## config.mk

```make
export PLATFORM = sky130hd
export DESIGN_NAME = nanorv32_fetch_unit
export DESIGN_NICKNAME = d
export VERILOG_FILES = /design/src/rtl/nanorv32_fetch_unit.sv
export SDC_FILE = /design/constraint.sdc
export NUM_CORES = 1
export LEC_CHECK = 0
export ABC_AREA = 1
export CELL_PAD_IN_SITES_DETAIL_PLACEMENT = 1
export CELL_PAD_IN_SITES_GLOBAL_PLACEMENT = 2
export CORE_MARGIN = 5
export CORE_UTILIZATION = 25
export CTS_CLUSTER_DIAMETER = 80
export DETAILED_ROUTE_END_ITERATION = 10
export PLACE_DENSITY = 0.69
export REMOVE_ABC_BUFFERS = 1
export SKIP_LAST_GASP = 1
export SYNTH_ARGS = -nofsm -noshare
export SYNTH_HDL_FRONTEND = slang
export SYNTH_SLANG_ARGS = --single-unit
```

## constraint.sdc

```tcl
create_clock -name clk -period 4.5 [get_ports clk]
set_clock_uncertainty 0.1 [all_clocks]
set_input_delay 0.9 -clock clk [delete_from_list [all_inputs] [get_ports clk]]
set_output_delay 0.9 -clock clk [all_outputs]
set_load 0.02 [all_outputs]
```

## src/rtl/nanorv32_fetch_unit.sv

```systemverilog
`default_nettype none
// ============================================================================
// Module   : nanorv32_fetch_unit
// Brief    : Prefetching instruction fetch unit with a DEPTH-entry queue,
//            pipelined in-order code-memory requests and discard-based redirects.
// Revision : 1.0
// ============================================================================

module nanorv32_fetch_unit #(
  parameter int unsigned       ADDR_W   = 32,
  parameter int unsigned       DATA_W   = 32,
  parameter int unsigned       DEPTH    = 4,
  parameter logic [ADDR_W-1:0] RESET_PC = '0
) (
  input  logic              clk,
  input  logic              rst_n,
  output logic              codemem_req,
  output logic [ADDR_W-1:0] codemem_addr,
  input  logic              codemem_gnt,
  input  logic              codemem_rvalid,
  input  logic [DATA_W-1:0] codemem_rdata,
  input  logic              flush,
  input  logic [ADDR_W-1:0] flush_pc,
  input  logic              stall,
  output logic              inst_valid,
  input  logic              inst_ready,
  output logic [DATA_W-1:0] inst_data,
  output logic [ADDR_W-1:0] inst_pc,
  output logic              busy
);

  localparam int unsigned PTR_W = $clog2(DEPTH);
  localparam int unsigned CNT_W = $clog2(DEPTH) + 1;
  localparam int unsigned INF_W = $clog2(2 * DEPTH) + 1;
  localparam int unsigned SUM_W = INF_W + 1;

  localparam logic [ADDR_W-1:0] c_STEP       = ADDR_W'(4);
  localparam logic [ADDR_W-1:0] c_ALIGN_MASK = ~ADDR_W'(3);
  localparam logic [CNT_W-1:0]  c_DEPTH_CNT  = CNT_W'(DEPTH);
  localparam logic [INF_W-1:0]  c_MAX_INF    = INF_W'(2 * DEPTH);
  localparam logic [SUM_W-1:0]  c_DEPTH_SUM  = SUM_W'(DEPTH);

  typedef enum logic [0:0] {
    ST_RESET = 1'b0,
    ST_RUN   = 1'b1
  } state_t;

  state_t            state_q;
  logic [ADDR_W-1:0] fpc_q, fpc_d;
  logic [ADDR_W-1:0] rpc_q, rpc_d;
  logic [INF_W-1:0]  inflight_q, inflight_d;
  logic [INF_W-1:0]  discard_q, discard_d;
  logic [CNT_W-1:0]  count_q, count_d;
  logic [PTR_W-1:0]  wr_ptr_q, wr_ptr_d;
  logic [PTR_W-1:0]  rd_ptr_q, rd_ptr_d;
  logic [DATA_W-1:0] data_mem_q [DEPTH];
  logic [ADDR_W-1:0] pc_mem_q   [DEPTH];

  logic              w_rsp;
  logic              w_keep;
  logic              w_push;
  logic              w_pop;
  logic              w_issue;
  logic              w_credit;
  logic [ADDR_W-1:0] w_target;
  logic [SUM_W-1:0]  w_outstanding;

  // Slots already promised to kept responses; issuing only below DEPTH means
  // every response that is not discarded is guaranteed a queue entry.
  assign w_outstanding = SUM_W'(count_q) + SUM_W'(inflight_q) - SUM_W'(discard_q);
  assign w_credit      = (w_outstanding < c_DEPTH_SUM) && (inflight_q < c_MAX_INF);
  assign w_target      = flush_pc & c_ALIGN_MASK;

  assign codemem_req  = (state_q == ST_RUN) && !stall && !flush && w_credit;
  assign codemem_addr = fpc_q;
  assign w_issue      = codemem_req && codemem_gnt;

  assign w_rsp  = codemem_rvalid && (inflight_q != '0);
  assign w_keep = w_rsp && (discard_q == '0) && !flush;
  assign w_pop  = inst_valid && inst_ready;
  assign w_push = w_keep && ((count_q != c_DEPTH_CNT) || w_pop);

  assign inst_valid = (count_q != '0);
  assign inst_data  = data_mem_q[rd_ptr_q];
  assign inst_pc    = pc_mem_q[rd_ptr_q];
  assign busy       = (inflight_q != '0);

  always_comb begin
    fpc_d      = fpc_q;
    rpc_d      = rpc_q;
    discard_d  = discard_q;
    count_d    = count_q;
    wr_ptr_d   = wr_ptr_q;
    rd_ptr_d   = rd_ptr_q;
    inflight_d = inflight_q + INF_W'(w_issue) - INF_W'(w_rsp);
    if (flush) begin
      fpc_d     = w_target;
      rpc_d     = w_target;
      discard_d = inflight_q - INF_W'(w_rsp);
      count_d   = '0;
      wr_ptr_d  = '0;
      rd_ptr_d  = '0;
    end else begin
      if (w_issue) fpc_d = fpc_q + c_STEP;
      if (w_keep) rpc_d = rpc_q + c_STEP;
      if (w_rsp && (discard_q != '0)) discard_d = discard_q - INF_W'(1);
      if (w_push) wr_ptr_d = wr_ptr_q + PTR_W'(1);
      if (w_pop) rd_ptr_d = rd_ptr_q + PTR_W'(1);
      count_d = count_q + CNT_W'(w_push) - CNT_W'(w_pop);
    end
  end

  always_ff @(posedge clk or negedge rst_n) begin
    if (!rst_n) begin
      state_q <= ST_RESET;
    end else begin
      case (state_q)
        ST_RESET: state_q <= ST_RUN;
        ST_RUN:   state_q <= ST_RUN;
        default:  state_q <= ST_RESET;
      endcase
    end
  end

  always_ff @(posedge clk or negedge rst_n) begin
    if (!rst_n) begin
      fpc_q      <= RESET_PC;
      rpc_q      <= RESET_PC;
      inflight_q <= '0;
      discard_q  <= '0;
      count_q    <= '0;
      wr_ptr_q   <= '0;
      rd_ptr_q   <= '0;
    end else begin
      fpc_q      <= fpc_d;
      rpc_q      <= rpc_d;
      inflight_q <= inflight_d;
      discard_q  <= discard_d;
      count_q    <= count_d;
      wr_ptr_q   <= wr_ptr_d;
      rd_ptr_q   <= rd_ptr_d;
    end
  end

  // Storage is cleared so the head outputs read zero out of reset.
  always_ff @(posedge clk or negedge rst_n) begin
    if (!rst_n) begin
      for (int unsigned i = 0; i < DEPTH; i++) begin
        data_mem_q[i] <= '0;
        pc_mem_q[i]   <= '0;
      end
    end else if (w_push) begin
      data_mem_q[wr_ptr_q] <= codemem_rdata;
      pc_mem_q[wr_ptr_q]   <= rpc_q;
    end
  end

endmodule

`default_nettype wire

```

### Word-level counts from Yosys, hierarchy flattened

Index checks and enable logic that the tools add are counted.

* input bits: 71
* register bits after elaboration: 336
* output and inout bits: 99

* multiplexer cells: 21
* bitwise gates (word level): 2
* equal/unequal tests: 1
* reductions and logical operators: 24
* add/subtract/negate cells: 12
* order comparisons: 5

Operators by type and width (count)
* $mux W32: 9
* $bwmux W128: 2
* $bmux W32 S2: 2
* $add A32 B3 Y32 const B: 2
* $demux W32 S2: 1
* $logic_and A1 B1 Y1: 12
* $reduce_bool A2 Y1: 5
* $mux W2: 4
* $mux W4: 2
* $reduce_bool A4 Y1: 2
* $sub A4 B1 Y4: 2
* $ge A3 B3 Y1 const B: 2
* $not A2 Y3: 2
* $add A3 B4 Y5: 1
* $lt A5 B3 Y1 const B: 1
* $sub A5 B4 Y5: 1
* $add A2 B1 Y2 const B: 2
* $add A4 B1 Y4: 1
* $logic_not A4 Y1: 1
* $lt A4 B4 Y1 const B: 1
* $sub A4 B1 Y4 const B: 1
* $add A3 B1 Y3: 1
* $lt A3 B1 Y1 const B: 1
* $mux W3: 1
* 5 further kinds: 6

### Longest topological paths before layout

Gate-level depths: netlist (run 1).

* depth in word-level cells: 8
* depth in mapped cells: 17
* mapped depth without buffers: 16

### Worst setup path after synthesis (run 1)

Ideal clock, no wire load.

* kind: register -> register
* start point: register inflight_q[2]
* end point: register inflight_q[2]
* data arrival time: 3.025 ns
* setup slack: 1.253 ns
* library setup time: 0.123 ns
* path buffers: 1
* data required time: 4.277 ns
* cell stages (with the launch flop): 16
* path through: dfrtp_1 inv_1 fa_1 inv_1 ha_1 inv_1 nor2_1 and2_1 nor2_1 nand4_1 clkbuf_1 ha_1 inv_1 ha_1 fa_1 xnor2_1

* word-level cells in the longest chain between the ends: 8

RTL lines
* start, declared: RTL line 51 `logic [INF_W-1:0] inflight_q, inflight_d;`
* start signal, assigned: RTL line 137 `inflight_q <= inflight_d;`
* $add A3 B4 Y5: RTL line 70 `assign w_outstanding = SUM_W'(count_q) + SUM_W'(inflight_q) - SUM_W'(discard_q);`
* $sub A5 B4 Y5: RTL line 70
* $lt A5 B3 Y1: RTL line 71 `assign w_credit = (w_outstanding < c_DEPTH_SUM) && (inflight_q < c_MAX_INF);`
* $logic_and A1 B1 Y1: RTL line 71
* $logic_and A1 B1 Y1: RTL line 74 `assign codemem_req = (state_q == ST_RUN) && !stall && !flush && w_credit;`
* $logic_and A1 B1 Y1: RTL line 76 `assign w_issue = codemem_req && codemem_gnt;`
* $add A4 B1 Y4: RTL line 95 `inflight_d = inflight_q + INF_W'(w_issue) - INF_W'(w_rsp);`
* $sub A4 B1 Y4 (*): RTL line 95
* net inflight_d[2]: RTL line 51

Mark *: on every way through the listed nets, which the timed path passes. The rest lies on a longest branch.
A chain may end at the register's enable or synchronous reset.

### Worst setup path after layout (run 1)

* start point: register inflight_q[1]
* end point: output port codemem_req

* word-level cells in the longest chain between the ends: 5

RTL lines
* $add A3 B4 Y5: RTL line 70
* $sub A5 B4 Y5: RTL line 70
* $lt A5 B3 Y1: RTL line 71
* $logic_and A1 B1 Y1 (*): RTL line 71
* $logic_and A1 B1 Y1 (*): RTL line 74
* end, declared: RTL line 17 `output logic codemem_req,`

Every way passes the cells marked *; elsewhere a longest branch is shown, timed or not.

==> out/qor.csv, run 1 <==
stage,metric,value,unit
setup_path,R2R Path Start,inflight_q[1]$_DFF_PN0_,
clock_tree,htree depth,2,
setup_path,required time worst endpoint,3.50,ns
finish,area of the multi-input gates,7850,sq um
pwr,Reg power frac,33.3,%
pwr,Combinational Power Share,35.9,%
pwr,Net Switching,0.00434,W
grt,GR Overflow Total,0,
pwr,clock share of power,30.7,%
finish,post-route insts no fill,3242,
place,"worst slack, placed",0.682,ns
synth,ys flop type,dfrtp_1,
routing,drt total wl,62400,um
sta,Slew HR,37.2,%
setup_path,Startpoint Class,flop,
clock_tree,CTS Buffer Depth,3,
finish,register area,8110,sq um
clock_tree,root buf cell,clkbuf_16,
finish,Nets,2436,
clock_tree,Clock transition at path regs,0.06,ns
finish,Ant. Diodes,0,
sta,FMAX,243,MHz
routing,post-DR wirelength/cell,19.3,um
synth,cell area after synthesis,17100,sq um
synth,Yosys top cell area share,47.5,%
run,Max Cap Viol,0,
grt,vias in the first global route,16703,
routing,number of routed nets with antenna violations,0,
sta,hold slack final,0.290,ns
pwr,switching part of the total,37.7,%
sta,worst setup margin,0.379,ns
setup_path,endpoint type of the worst setup path,primary output,
synth,post-synth top area cell,dfrtp_1,
routing,drt drc,0,
grt,initial antenna violation count,0,
floorplan,Die X,271,um
pwr,Power Total,0.0115,W
synth,top post-synthesis cells by count,"nand2_1, dfrtp_1, nor2_1, o21ai_0, o21ai_1",
setup_path,R2R Setup Slk,1.12,ns
sta,Worst-Margin Slew,0.942,ns
sta,final setup fails,0,
synth,number of synthesized flops with an enable pin,0,
routing,via count,15586,
place,GP Congestion,0.801,
synth,#FFs+latches synth,324,
place,IO Port Bufs,163,
clock_tree,hold_buf cts,0,
floorplan,die span in y,271,um
grt,first-pass GRT wire length,98600,um
finish,proportion of layout cells with a drive suffix above 1,5.61,%
clock_tree,setup bufs post-CTS,0,
synth,Mapped Avg Cell Area,7.60,sq um
sta,Final Max Slew Viols,0,
routing,Iteration-0 DRC Markers,757,
grt,Total GRT Usage,16.7,%
place,HPWL Detailed,40100,um
floorplan,die area,73600,sq um
setup_path,crit path kind,flop to primary output,
sta,Period minus WS final,4.12,ns
synth,Yosys cell types,39,
grt,largest net degree at the start of global routing,102,
finish,P&R area growth vs syn,22.0,%
place,placed cell count,3167,
floorplan,# IOs,170,
synth,sequential fraction of the synthesis area,47.5,%
finish,fillers,8036,
setup_path,crit path max fanout,6,
sta,Final Cycle Share,91.6,%
run_status,outcome,"complete, no violations",
synth,most frequent cell after synthesis,nand2_1,
sta,Final Hold Fails,0,
pwr,PwrDens,552,nW/um^2
setup_path,RR Endpoint,inflight_q[2]$_DFF_PN0_,
pwr,Max VDD drop,247,uV
pwr,Pleak,10.1,nW
floorplan,core area,67400,sq um
clock_tree,Num Clock Sinks,324,
clock_tree,CTS Buf Count,42,
setup_path,Crit path arrival time,3.12,ns
routing,1st-pass router iterations,5,
sta,unrepaired setup endpoints after global routing,false,
clock_tree,CTS tree,done,
routing,vias per cell,4.81,
synth,Area contributors post-synth,"dfrtp_1, nand2_1, o21ai_0",
hold_path,worst hold path class,input pin to asynchronous set/reset pin,
synth,Gate Count Post-Synth,2245,
clock_tree,later-pin clock latency in the skew report,0.57,ns
floorplan,# rows,95,
synth,ys async rst share,100,%
floorplan,Initial Util,25.3,%
pwr,Int Power,0.00716,W
synth,Ys Warns,0,
clock_tree,post_cts resized,0,
setup_path,worst r2r path cells,14,
==> metal layers <==
| layer | track usage, % | part of all wire (%) |
|---|---|---|
| met1 | 22.1 | 46 |
| met2 | 29.1 | 49 |
| met3 | 3.01 | 3.8 |
| met4 | 3.11 | 1.5 |
| met5 | 0 | 0 |
==> flip-flops by register name (all words and copies together) (netlist names) <==
register,cells
rpc_q,30
pc_mem_q,120
codemem_addr,30
data_mem_q,128
state_q,1
discard_q,4
count_q,3
wr_ptr_q,2
rd_ptr_q,2
inflight_q,4
==> metrics by stage <==
step	TNS (ns)	util, %	instance area [sq um]
after floorplan	-97.50	-	16300
after global routing	0	30.9	20800
final	0	30.9	20800
after detailed placement	0	28.8	19400
after global placement	0	28.8	19400
after CTS	0	30.9	20800
==> critical path, cell delays in order, from the launching register on <==
cell and delay (ns):
dfrtp_1 0.35, inv_1 0.16, fa_1 0.57, inv_1 0.04
ha_1 0.26, nand3_1 0.09, and2_1 0.15, nor2_1 0.14
nand3_1 0.10, inv_1 0.07, clkdlybuf4s50_1 0.60
==> kinds of logic (layout without fill, tap and decap cells) <==
group / Yosys count / in the layout / share of synthesized area, %
buffers and inverters: 239 / 360 / 6.54
and+or+nand+nor: 1114 / 1114 / 26.2
other: 2 / 5 / 0.0440
xor gates and xnor gates: 24 / 24 / 1.23
adders and majority gates: 27 / 27 / 2.16
AOI/OAI and AO/OA: 515 / 515 / 16.3
DFF: 324 / 324 / 47.5
==> final cells by class <==
class | count | share of cell area (%)
Timing Repair Buffer | 200 | 9.59
Inverter | 85 | 1.56
Sequential cell | 324 | 39.0
Clock inverter | 18 | 1.14
Tap cell | 873 | 5.25
Multi-Input combinational cell | 1685 | 37.7
Clock buffer | 57 | 5.80
==> power by group through the flow <==
| stage | Combinational (W) | Sequential, W | Clock, W |
|---|---|---|---|
| final | 0.00413 | 0.00383 | 0.00354 |
| after global routing | 0.00460 | 0.00390 | 0.00378 |
| after CTS | 0.00424 | 0.00383 | 0.00365 |
| after detailed placement | 0.00422 | 0.00388 | 0 |
| after global placement | 0.00413 | 0.00386 | 0 |
| after floorplan | 0.00225 | 0.00380 | 0 |
==> worst max-delay path by stage <==
| stage | start | to |
|---|---|---|
| 2_1_floorplan | rd_ptr_q[0]$_DFFE_PN0P_ | inst_data[0] |
| 3_3_place_gp | codemem_rvalid | count_q[2]$_DFF_PN0_ |
| 3_5_place_dp | codemem_rvalid | count_q[2]$_DFF_PN0_ |
| 4_1_cts | inflight_q[1]$_DFF_PN0_ | codemem_req |
| 5_1_grt | inflight_q[1]$_DFF_PN0_ | codemem_req |
| 6_report | inflight_q[1]$_DFF_PN0_ | codemem_req |
==> cell usage in the layout (no fill, tap or decap), drive strengths merged <==
cell type      instances
o211ai                 7
xor2                  15
dfrtp                324
xnor2                  9
or2                    1
a31oi                  3
o21bai                 1
buf                   39
clkinvlp               1
nand3                 72
a21boi                 3
inv                   81
fa                     4
clkbuf                57
clkdlybuf4s50        161
clkinv                16
o21ai                367
and2                   1
nor3                   1
ha                    23
o22ai                 62
nand4                  5
o21a                  40
nand3b                14
nand2                765
a22oi                  1
bufinv                 5
nor2                 255
a21oi                 31
conb                   5
No activity file was read; power rests on OpenSTA's default activity.
==> inputs of run 2 (changes only) <==
--- a/config.mk
+++ b/config.mk
@@ -12,7 +12,8 @@
 export CORE_UTILIZATION = 25
 export CTS_CLUSTER_DIAMETER = 80
 export DETAILED_ROUTE_END_ITERATION = 10
-export PLACE_DENSITY = 0.69
+export DONT_BUFFER_PORTS = 1
+export PLACE_DENSITY = 0.63
 export REMOVE_ABC_BUFFERS = 1
 export SKIP_LAST_GASP = 1
 export SYNTH_ARGS = -nofsm -noshare
==> out/qor.csv, run 2 (synthesis gave the netlist of run 1 again) <==
stage,metric,value,unit,change
run_status,outcome,"finished, violations left",,
run_status,failing checks,negative hold slack,,
grt,largest net degree at the start of global routing,325,,+220%
sta,Period minus WS final,3.74,ns,-0.381 ns
setup_path,crit path kind,flop to primary output,,
place,GP Congestion,0.779,,-2.8%
routing,vias per cell,4.90,,+2.0%
clock_tree,later-pin clock latency in the skew report,0.56,ns,about the same
setup_path,Crit path arrival time,2.74,ns,-0.38 ns
sta,unrepaired setup endpoints after global routing,false,,
finish,fillers,8064,,+0.35%
finish,Nets,2264,,-7.1%
floorplan,# IOs,170,,unchanged
routing,1st-pass router iterations,5,,unchanged
sta,final setup fails,0,,unchanged
routing,post-DR wirelength/cell,20.5,um,+6.5%
pwr,Pleak,9.43,nW,-6.4%
clock_tree,CTS Buffer Depth,3,,unchanged
place,IO Port Bufs,0,,-100%
sta,worst setup margin,0.760,ns,+0.381 ns
pwr,Max VDD drop,268,uV,+8.8%
grt,initial antenna violation count,1,,+1
grt,first-pass GRT wire length,98400,um,-0.18%
setup_path,required time worst endpoint,3.50,ns,about the same
floorplan,core area,67400,sq um,unchanged
setup_path,Startpoint Class,flop,,
finish,max FFs per register,128,,unchanged
sta,Slew HR,39.2,%,+2.0 points
clock_tree,post_cts resized,0,,unchanged
clock_tree,Num Clock Sinks,324,,unchanged
grt,Total GRT Usage,16.8,%,+0.094 points
routing,drt total wl,63000,um,+0.91%
setup_path,crit path max fanout,59,,+53
setup_path,endpoint type of the worst setup path,primary output,,
sta,hold slack final,-0.0637,ns,-0.354 ns
hold_path,worst hold path class,input pin to asynchronous set/reset pin,,
run,Max Cap Viol,0,,unchanged
floorplan,Initial Util,25.3,%,unchanged
place,HPWL Detailed,38600,um,-3.8%
routing,via count,15067,,-3.3%
finish,Biggest register,data_mem_q,,
finish,Post-Layout Inst Area,19200,sq um,-7.8%
clock_tree,CTS tree,done,,
finish,Top Registers,"data_mem_q: 128 flops, pc_mem_q: 120 flops",,
routing,Iteration-0 DRC Markers,631,,-17%
clock_tree,htree depth,2,,unchanged
clock_tree,CTS Buf Count,44,,+4.8%
routing,number of routed nets with antenna violations,0,,unchanged
grt,GR Overflow Total,0,,unchanged
floorplan,die area,73600,sq um,unchanged
grt,vias in the first global route,16130,,-3.4%
sta,Final Max Slew Viols,0,,unchanged
clock_tree,Clock transition at path regs,0.05,ns,about the same
floorplan,die span in y,271,um,unchanged
sta,Final Hold Fails,198,,+198
floorplan,Die X,271,um,unchanged
finish,proportion of layout cells with a drive suffix above 1,5.68,%,+0.070 points
sta,Final Cycle Share,83.1,%,-8.5 points
sta,Worst-Margin Slew,0.912,ns,-0.0300 ns
pwr,PwrDens,560,nW/um^2,+1.4%
floorplan,# rows,95,,unchanged
finish,"commonest non-fill, non-tap cell in the layout",nand2_1,,
place,dpl cell area,17600,sq um,-9.0%
clock_tree,setup bufs post-CTS,0,,unchanged
routing,drt drc,0,,unchanged
place,"worst slack, placed",1.09,ns,+0.403 ns
clock_tree,root buf cell,clkbuf_16,,
finish,P&R area growth vs syn,12.5,%,
finish,"commonest cells after routing, fill and taps aside","nand2_1, dfrtp_1, nor2_1",,
sta,FMAX,267,MHz,+10%
-- run 2: cell count changes in the layout (fill, tap and decap cells not counted), moves of 2 or more --
cell and delta:
clkdlybuf4s50_1 -161, buf_4 -9, clkbuf_16 +4, clkinv_2 -3, buf_12 -2, clkinvlp_4 +2, inv_2 +2, inv_6 -2
-- run 2: cell type report --
cell class / instances / area (sq um) / area share (%)
Antenna cell: 1 / 2.50 / 0.0130
Clock buffer: 61 / 1320 / 6.86
Clock inverter: 18 / 234 / 1.22
Inverter: 85 / 323 / 1.68
Multi-Input combinational cell: 1685 / 7850 / 40.9
Sequential cell: 324 / 8110 / 42.3
Tap cell: 873 / 1090 / 5.69
Timing Repair Buffer: 26 / 258 / 1.34
-- run 2: final timing paths --
path	from	cells past startpoint	to	slack (ns)
max reg2reg	inflight_q[1]$_DFF_PN0_	14	inflight_q[2]$_DFF_PN0_	1.13
min in group clk	codemem_rdata[15]	2	data_mem_q[111]$_DFFE_PN0P_	0.34
min reg2reg	pc_mem_q[45]$_DFFE_PN0P_	2	pc_mem_q[45]$_DFFE_PN0P_	0.37
max in group asynchronous	rst_n	0	codemem_addr[31]$_DFFE_PN0N_	3.92
max	rd_ptr_q[0]$_DFFE_PN0P_	4	inst_data[23]	0.76
min	rst_n	0	data_mem_q[51]$_DFFE_PN0P_	-0.06
-- run 2: report_power, final --
part	switching, W	internal [W]	total (W)	leakage (nW)
clock network	0.00141	0.00233	0.00374	0.764
logic	0.00230	0.000865	0.00316	4.35
registers	0.000484	0.00337	0.00385	4.32
-- run 2: metrics by stage --
stage / setup TNS (ns) / total power, W / util [%] / hold slack (ns) / instances
CTS: 0 / 0.0110 / 28.5 / -0.114 / 3072
finish: 0 / 0.0108 / 28.5 / -0.0637 / 3073
floorplan: -97.50 / 0.00605 / - / 0.345 / 2094
detailed placement: 0 / 0.00715 / 26.2 / 0.363 / 2993
global route: 0 / 0.0114 / 28.5 / -0.107 / 3073
global placement: 0 / 0.00706 / 26.2 / 0.357 / 2993
-- run 2: worst max-delay path: stages (launching register included) --
cell,delay [ns]
dfrtp_4,0.50
inv_4,0.49
buf_4,0.52
o21ai_0,0.14
o22ai_1,0.49
-- run 2: layer usage --
metal	vias to the layer above	routed length [um]	GRT usage (%)
met1	7615	28900	22.2
met2	242	30300	29.1
met3	67	2530	2.69
met5	-	0	0
met4	0	1230	3.90
li1	7143	-	-
